===== config.mk =====
export PLATFORM = sky130hd
export DESIGN_NAME = uart_byte_tx_flat
export DESIGN_NICKNAME = d
export VERILOG_FILES = /design/src/rtl/uart_pkg.sv /design/src/rtl/uart_byte_tx_if.sv /design/src/rtl/uart_baud_counter.sv /design/src/rtl/uart_byte_tx.sv /design/src/flat_wrapper.sv
export SDC_FILE = /design/constraint.sdc
export NUM_CORES = 1
export LEC_CHECK = 0
export BUFFER_PORTS_ARGS = -buffer_cell sky130_fd_sc_hd__buf_2
export CORE_MARGIN = 10
export CORE_UTILIZATION = 57
export DETAILED_ROUTE_END_ITERATION = 16
export GPL_TIMING_DRIVEN = 0
export PLACE_DENSITY = 0.78
export SLEW_MARGIN = 20
export SYNTH_ARGS = -nofsm -noshare
export SYNTH_HDL_FRONTEND = slang
export SYNTH_SLANG_ARGS = --single-unit
export TNS_END_PERCENT = 100

===== constraint.sdc =====
create_clock -name Clk -period 2.7 [get_ports Clk]
set_clock_uncertainty 0.2 [all_clocks]
set_input_delay 0.405 -clock Clk [delete_from_list [all_inputs] [get_ports Clk]]
set_output_delay 0.405 -clock Clk [all_outputs]
set_load 0.01 [all_outputs]

===== src/rtl/uart_pkg.sv =====
// Shared UART definitions: FSM state encoding, frame width and default baud divisor.
package uart_pkg;

    typedef enum logic [1:0] {
        IDLE  = 2'd0,
        START = 2'd1,
        DATA  = 2'd2,
        STOP  = 2'd3
    } uart_state_e;

    // 100 MHz system clock at 115200 baud.
    localparam int UART_CLKS_PER_BIT_DEFAULT = 868;
    localparam int UART_DATA_BITS            = 8;

endpackage


===== src/rtl/uart_byte_tx_if.sv =====
// Byte handshake and serial-side signals between the transmit mux and the UART serializer.
interface uart_byte_tx_if;
    import uart_pkg::*;

    // Handshake: the master raises RequestToSend with DataIn stable and holds both until it
    // sees the one-cycle DataLoaded pulse; DataIn was captured on the edge before that pulse.
    logic                      RequestToSend;
    logic [UART_DATA_BITS-1:0] DataIn;
    logic                      DataLoaded;
    logic                      Tx;
    logic                      Busy;
    uart_state_e               State;

    modport master (
        output RequestToSend, DataIn,
        input  DataLoaded, Tx, Busy, State
    );

    modport slave (
        input  RequestToSend, DataIn,
        output DataLoaded, Tx, Busy, State
    );

endinterface


===== src/rtl/uart_baud_counter.sv =====
// Restartable bit-period counter: BitDone marks the last clock of each CLKS_PER_BIT-cycle bit.
module uart_baud_counter
    import uart_pkg::*;
#(
    parameter int CLKS_PER_BIT = UART_CLKS_PER_BIT_DEFAULT
) (
    input  logic Clk,
    input  logic Reset,
    input  logic Restart,
    input  logic Enable,
    output logic BitDone
);

    localparam int            CW   = (CLKS_PER_BIT > 1) ? $clog2(CLKS_PER_BIT) : 1;
    localparam logic [CW-1:0] LAST = CW'(CLKS_PER_BIT - 1);

    if (CLKS_PER_BIT < 2) begin : g_bad_clks
        $error("uart_baud_counter: CLKS_PER_BIT must be >= 2");
    end

    logic [CW-1:0] cnt_q, cnt_d;

    assign BitDone = Enable && (cnt_q == LAST);

    always_comb begin
        cnt_d = cnt_q;
        if (Restart) begin
            cnt_d = '0;
        end else if (Enable) begin
            cnt_d = (cnt_q == LAST) ? '0 : cnt_q + CW'(1);
        end
    end

    always_ff @(posedge Clk or negedge Reset) begin
        if (!Reset) begin
            cnt_q <= '0;
        end else begin
            cnt_q <= cnt_d;
        end
    end

endmodule


===== src/rtl/uart_byte_tx.sv =====
// UART 8N1/8N2 byte serializer, LSB first, with zero-gap back-to-back frames.
module uart_byte_tx
    import uart_pkg::*;
#(
    parameter int CLKS_PER_BIT = UART_CLKS_PER_BIT_DEFAULT,
    parameter int STOP_BITS    = 1
) (
    input  logic           Clk,
    input  logic           Reset,
    uart_byte_tx_if.slave  tx_if
);

    localparam logic [2:0] LAST_BIT  = 3'(UART_DATA_BITS - 1);
    localparam logic       STOP_LAST = 1'(STOP_BITS - 1);

    if (CLKS_PER_BIT < 2) begin : g_bad_clks
        $error("uart_byte_tx: CLKS_PER_BIT must be >= 2");
    end
    if (STOP_BITS != 1 && STOP_BITS != 2) begin : g_bad_stop
        $error("uart_byte_tx: STOP_BITS must be 1 or 2");
    end

    uart_state_e                state_q, state_d;
    logic [UART_DATA_BITS-1:0]  shift_q, shift_d;
    logic [2:0]                 bit_cnt_q, bit_cnt_d;
    logic                       stop_cnt_q, stop_cnt_d;
    logic                       tx_q, tx_d;
    logic                       loaded_q, loaded_d;
    logic                       bit_done;
    logic                       final_stop;
    logic                       capture;

    uart_baud_counter #(
        .CLKS_PER_BIT (CLKS_PER_BIT)
    ) u_baud (
        .Clk     (Clk),
        .Reset   (Reset),
        .Restart (capture),
        .Enable  (state_q != IDLE),
        .BitDone (bit_done)
    );

    always_comb begin
        state_d    = state_q;
        shift_d    = shift_q;
        bit_cnt_d  = bit_cnt_q;
        stop_cnt_d = stop_cnt_q;
        tx_d       = tx_q;
        final_stop = (state_q == STOP) && bit_done && (stop_cnt_q == STOP_LAST);
        capture    = tx_if.RequestToSend && ((state_q == IDLE) || final_stop);

        unique case (state_q)
            IDLE: begin
                tx_d = 1'b1;
            end
            START: begin
                if (bit_done) begin
                    state_d = DATA;
                    tx_d    = shift_q[0];
                end
            end
            DATA: begin
                if (bit_done) begin
                    if (bit_cnt_q == LAST_BIT) begin
                        state_d    = STOP;
                        tx_d       = 1'b1;
                        bit_cnt_d  = 3'd0;
                        stop_cnt_d = 1'b0;
                    end else begin
                        // Next bit is read from position 1 before the shift lands.
                        shift_d   = shift_q >> 1;
                        bit_cnt_d = bit_cnt_q + 3'd1;
                        tx_d      = shift_q[1];
                    end
                end
            end
            STOP: begin
                if (bit_done) begin
                    if (stop_cnt_q == STOP_LAST) begin
                        state_d    = IDLE;
                        stop_cnt_d = 1'b0;
                    end else begin
                        stop_cnt_d = stop_cnt_q + 1'b1;
                    end
                end
            end
            default: begin
                state_d = IDLE;
            end
        endcase

        // A capture overrides the IDLE return on the final stop cycle.
        if (capture) begin
            shift_d    = tx_if.DataIn;
            state_d    = START;
            tx_d       = 1'b0;
            bit_cnt_d  = 3'd0;
            stop_cnt_d = 1'b0;
        end
        loaded_d = capture;
    end

    always_ff @(posedge Clk or negedge Reset) begin
        if (!Reset) begin
            state_q    <= IDLE;
            shift_q    <= '0;
            bit_cnt_q  <= 3'd0;
            stop_cnt_q <= 1'b0;
            tx_q       <= 1'b1;
            loaded_q   <= 1'b0;
        end else begin
            state_q    <= state_d;
            shift_q    <= shift_d;
            bit_cnt_q  <= bit_cnt_d;
            stop_cnt_q <= stop_cnt_d;
            tx_q       <= tx_d;
            loaded_q   <= loaded_d;
        end
    end

    assign tx_if.Tx         = tx_q;
    assign tx_if.DataLoaded = loaded_q;
    assign tx_if.Busy       = (state_q != IDLE);
    assign tx_if.State      = state_q;

endmodule


===== src/flat_wrapper.sv =====
// flat-port wrapper written by rule: the top's interface ports become plain ports
module uart_byte_tx_flat import uart_pkg::*;
#(
    parameter int CLKS_PER_BIT = UART_CLKS_PER_BIT_DEFAULT,
    parameter int STOP_BITS    = 1
)
  (Clk, Reset, tx_if_RequestToSend, tx_if_DataIn, tx_if_DataLoaded, tx_if_Tx, tx_if_Busy, tx_if_State);
  uart_byte_tx_if tx_if_i ();
  input  logic Clk;
  input  logic Reset;
  input wire logic [$bits(tx_if_i.RequestToSend)-1:0] tx_if_RequestToSend;
  input wire logic [$bits(tx_if_i.DataIn)-1:0] tx_if_DataIn;
  output wire logic [$bits(tx_if_i.DataLoaded)-1:0] tx_if_DataLoaded;
  output wire logic [$bits(tx_if_i.Tx)-1:0] tx_if_Tx;
  output wire logic [$bits(tx_if_i.Busy)-1:0] tx_if_Busy;
  output wire logic [$bits(tx_if_i.State)-1:0] tx_if_State;
  assign tx_if_i.RequestToSend = tx_if_RequestToSend;
  assign tx_if_i.DataIn = tx_if_DataIn;
  assign tx_if_DataLoaded = tx_if_i.DataLoaded;
  assign tx_if_Tx = tx_if_i.Tx;
  assign tx_if_Busy = tx_if_i.Busy;
  assign tx_if_State = tx_if_i.State;
  uart_byte_tx #(.CLKS_PER_BIT(CLKS_PER_BIT), .STOP_BITS(STOP_BITS)) u_core (.Clk(Clk), .Reset(Reset), .tx_if(tx_if_i));
endmodule

# Word-level counts from Yosys, hierarchy flattened
# Index checks and enable logic that the tools add are counted.
# word_totals
register_bits	26
in_bits	11
elab_cells	69
# op_classes
n_addsub	3
n_eq_ne	11
n_mux	29
n_bitwise	1
reduce_logical	18
# ops
cell	n
8-bit 2-to-1 mux	4
10-bit 2-to-1 mux	3
2-bit 2-to-1 mux	6
3-bit 2-to-1 mux	4
3-bit by 1-bit inequality test with 1-bit output, second input constant	4
10-bit by 1-bit adder with 10-bit output, second input constant	1
10-bit equality test, second input constant	1
1-bit 2-to-1 mux	9
2-bit nonzero test	4
4-bit nonzero test	2
2-bit one-hot mux with 3 select lines	1
3-bit AND reduction	2
6-bit AND reduction	1
2-bit equality test, second input constant	2
1-bit logical AND	4
4-bit AND reduction	1
3-bit by 1-bit adder with 3-bit output, second input constant	1
3-bit equality test, second input constant	1
3-bit inequality test, second input constant	1
1-bit one-hot mux with 3 select lines	1
3-bit nonzero test	1
2-bit by 1-bit equality test with 1-bit output, second input constant	1
2-bit zero test	1
2-bit by 1-bit inequality test with 1-bit output, second input constant	1
other kinds (5)	5

# Longest topological paths before layout
# depth
depth_word	8
depth_mapped	9
mapped_depth_nobuf	7

# By module
# From an unflattened synthesis, not the netlist that was laid out.
# hier_totals
cells_unflattened	148
hier_area_um2	1433.9
# modules_own_cells
mod	n_inst	cells_per_inst	area_per_inst_um2
uart_byte_tx	1	90	845.8
uart_baud_counter	1	58	588.1

# Least setup slack after synthesis
# No wires, ideal clock.
# synth_timing
path_kind	register to register
from	reg u_core.state_q[0], in the netlist u_core.tx_if.State[0]
to	reg u_core.state_q[0], in the netlist u_core.tx_if.State[0]
arrival_time_ps	1790
t_required_ps	2374
path_slack_ps	584
path_stages_with_launch	8
n_path_buf	1
cell_sequence	dfrtp_1 > inv_1 > ha_1 > and2_2 > a41oi_4 > inv_2 > buf_4 > o32a_1
# synth_between
elab_chain_len	8
elab_cells_between_ends	19
classes_between	eq/ne (8); mux (2); reduce/logical (9)
# synth_rtl
element	line_no	text
start: declaration	uart_byte_tx.sv:23	uart_state_e state_q, state_d;
start signal: assignment	uart_byte_tx.sv:112	state_q <= state_d;
2-bit nonzero test	uart_byte_tx.sv:39	.Enable (state_q != IDLE),
1-bit logical AND	uart_baud_counter.sv:23	assign BitDone = Enable && (cnt_q == LAST);
1-bit logical AND (2 in a row)	uart_byte_tx.sv:49	final_stop = (state_q == STOP) && bit_done && (stop_cnt_q == STOP_LAST);
1-bit logical OR	uart_byte_tx.sv:50	capture = tx_if.RequestToSend && ((state_q == IDLE) || final_stop);
1-bit logical AND	uart_byte_tx.sv:50	
3-bit inequality test (no source line), or another cell as far along	n/a	
6-bit AND reduction (no source line)	n/a	
# Several ways; a longest one is shown, not always the timed one.
# A chain may end at the register's enable or synchronous reset.

# Final worst setup path
# Ends and elaborated chain as after synthesis.

==> results by group <==
CTS
  – Clock slew at reported path FFs: roughly 0.13 ns
  – Post-CTS sizing: 0
  – Max Buffers Root-to-Sink: 2
  – CTS Buf Count: 3
  – Clk root buf: clkbuf_4
  – Clock Sinks: 25
  – H-tree Lvls: 1
  – Worst-Skew Late Latency: 0.31 ns
  – Post CTS Setup Buffer Count: 0
  – CTS tree: built
  – Hold-fix buffer count after cts: 1

Floorplan
  – Core area: around 2500 um2
  – Die W: around 70 um
  – Initial Util: about three fifths
  – Die Y: 70.4 um
  – Io pins: 16
  – Die Footprint: ~5000 um2
  – Row cnt: 18

Place
  – Placed cells: roughly 190
  – DP Wirelength: between 2 and 2.5 mm
  – GPL Wtd Cong: 0.865
  – Port buffer count: 15
  – Placed instance area: between 1500 and 2000 um2

Layout
  – Number of diodes: 0
  – Post-Layout Cell Count: 194
  – Design Area, Final: approximately 1600 um2
  – Layout area overhead: 10.3%
  – Final net count: about 180
  – Layout cells sized above 1: 21.3%

Logic synthesis
  – Yosys warns: 0
  – Leading area contributor after synthesis: dfrtp_1
  – Synth Instances: 144
  – Sequential share of the synthesized area: 43.3%
  – Syn avg cell area: a little over 10 um2
  – Post-Syn Area: approximately 1400 um2
  – Syn Nets: around 160
  – Synth top area cells: dfrtp_1 41%, ha_1 6.9%, mux2i_1 5.5%
  – Synth Flop Type: dfrtp_1
  – Commonest cells in the netlist: 24 x dfrtp_1, 16 x nand2_1, 14 x nor2_1
  – Synth Register Bits: 25
  – Synth cell types: between 40 and 50
  – Number of flops mapped to enable cells by yosys: 0
  – Top-count cell post-synth: dfrtp_1
  – Asr flop ratio synth: 100%
  – Post-synth top area share: between 40 and 50%

Routing
  – Final WL: 2.83 mm
  – Routed length per instance: about 15 um
  – Post-DRT Antenna Nets: 0
  – Vias per cell: about 5.5
  – Initial DRC Count: 60
  – DRC: 0
  – DRT Pass-1 Iters: 4
  – Vias post-DR: between 1000 and 1500

Global route
  – Initial antenna violation count: 0
  – Vias in the first global route: about 1200
  – Largest net degree at the start of global routing: 26
  – Overflow left after global routing: 0
  – GRT Overall Usage: a little under an eighth
  – First-pass GRT wire length: ~5.2 mm

Timing
  – Final hold viol count: 0
  – Final min period: roughly 2.3 ns
  – Setup TNS: 0 ns
  – Fin. max-slew vios: 0
  – Slew HR: between 60% and 70%
  – Fin crit share: 84.7%
  – Worst Tran Pin Value: about 0.55 ns
  – RSZ-0062 raised after global routing: no
  – # setup viols final: 0
  – Max Clock Freq: 437 MHz

Hold path
  – Min-Delay Path Class: primary input to flop
  – Hold Crit Start: tx_if_DataIn[7]
  – Hold depth: 3
  – Hold Crit Endpoint: u_core.shift_q[7]

Critical path
  – Slowest CP cell: dfrtp_1
  – Crit path required time: 2.71 ns
  – Critical path's largest stage delay: about 0.44 ns
  – Reg2reg start: u_core.tx_if.State[0]
  – R2r setup slk: 0.41 ns
  – Cell Chain, Critical Path: inv_1 > ha_1 > and2_2 > a41oi_4 > inv_2 > buf_4 > o32a_1
  – Reg2Reg Capture Point: u_core.tx_if.State[0]
  – Crit Path Class: flop to flop
  – Startpoint types: flop
  – Family with the most delay on the worst path: compound AO/OA/AOI/OAI gates
  – Worst Setup End Kind: flop
  – WP buf/inv: 3
  – R2r worst-path depth: 7
  – WP data arrival: about 2.3 ns
  – Max Fanout on Critical Path: 10

Power
  – Switch share: roughly 40%
  – Pwr dens: roughly 880 nW/um2
  – Clock share of power: between 10% and 20%
  – Flop pwr share: 41.4%
  – VDD IR max: roughly 600 uV
  – Psw: between 0.0005 and 0.0006 W
  – LEAKAGE: approximately 0.78 nW
  – Combinational share of power: 47.0%
  – Int Pwr: between 0.0008 and 0.0009 W

Run
  – Max-cap viol count: 0

Status
  – Status: completed
[sequential cells by signal (all words and copies together) (netlist names)]
signal / cells
u_core.bit_cnt_q: 3
u_core.tx_if.Tx: 1
u_core.tx_if.State: 2
u_core.u_baud.cnt_q: 10
u_core.shift_q: 8
u_core.tx_if.DataLoaded: 1
[kinds of logic (layout without fill, tap and decap cells)]
logic type                 after synthesis  in the layout  share of synthesized area (%)
buffers and inverters                   10             30                           3.89
xor gates and xnor gates                 4              4                           2.42
AOI/OAI and AO/OA                       32             32                           15.5
DFF                                     25             25                           43.3
muxes                                    8              8                           5.53
and+or+nand+nor                         57             57                           22.5
adders and majority gates                8              8                           6.91
[tightest hold or removal path, delay by kind of cell]
family | cells | cell delay [ns]
and+or+nand+nor | 2 | 0.08
buffers and inverters | 1 | 0.07
[through the flow]
step / utilization [%] / hold slack [ns] / total power [W] / setup WS [ns]
after CTS: 65.1 / 0.0675 / 0.00142 / 0.425
after global placement: 63.6 / 0.217 / 0.00122 / 0.501
final: 65.1 / 0.0750 / 0.00140 / 0.414
after floorplan: - / -0.0906 / 0.00108 / 0.584
after global routing: 65.1 / 0.0766 / 0.00153 / 0.283
after detailed placement: 63.6 / 0.222 / 0.00125 / 0.457
[cells in the final DEF, fill, tap and decap left out, types with 2 or more instances in the layout]
cell type  count
nor2_1        14
nand3_1        3
dfrtp_1       24
inv_2          2
clkbuf_4       3
nand4_1        3
xnor2_1        2
buf_6          2
o21ai_0        6
or3_1          4
buf_2         15
o21ai_1        7
ha_1           8
nor3_1         3
nand2_1       16
mux2i_1        8
xor2_1         2
o22a_1         2
inv_1          5
a22o_1         2
a21oi_1        6
[power groups by stage]
stage | Combinational [W] | Clock, W | Sequential [W]
finish | 0.000657 | 0.000162 | 0.000579
global route | 0.000749 | 0.000183 | 0.000598
CTS | 0.000664 | 0.000172 | 0.000580
detailed placement | 0.000659 | 0 | 0.000589
global placement | 0.000633 | 0 | 0.000582
floorplan | 0.000495 | 0 | 0.000583
[worst max-delay path by stage]
stage | start | end | slack (ns) | depth (start not counted)
floorplan | u_core.tx_if.State[0] | u_core.tx_if.State[0] | 0.58 | 7
global placement | u_core.tx_if.State[0] | u_core.tx_if.State[0] | 0.50 | 7
detailed placement | u_core.tx_if.State[0] | u_core.tx_if.State[0] | 0.46 | 7
CTS | u_core.tx_if.State[0] | u_core.tx_if.State[0] | 0.42 | 7
global route | u_core.tx_if.State[0] | u_core.tx_if.State[0] | 0.28 | 7
finish | u_core.tx_if.State[0] | u_core.tx_if.State[0] | 0.41 | 7
[area by class of cell]
class	count	area (um2)
fillers	201	857
multi-input cells	109	766
flip-flops and latches	25	627
repair buffers	16	85.1
well taps	30	37.5
plain buffers	3	30.0
clock buffers	4	26.3
inverters	7	26.3
[routing by layer]
metal	track usage (%)	vias up	routed length, um
met4	4.39	0	13
li1	-	545	-
met3	2.26	2	79
met2	21.5	12	1470
met5	0	-	0
met1	13.4	516	1260
(Power assumes the default switching activity.)
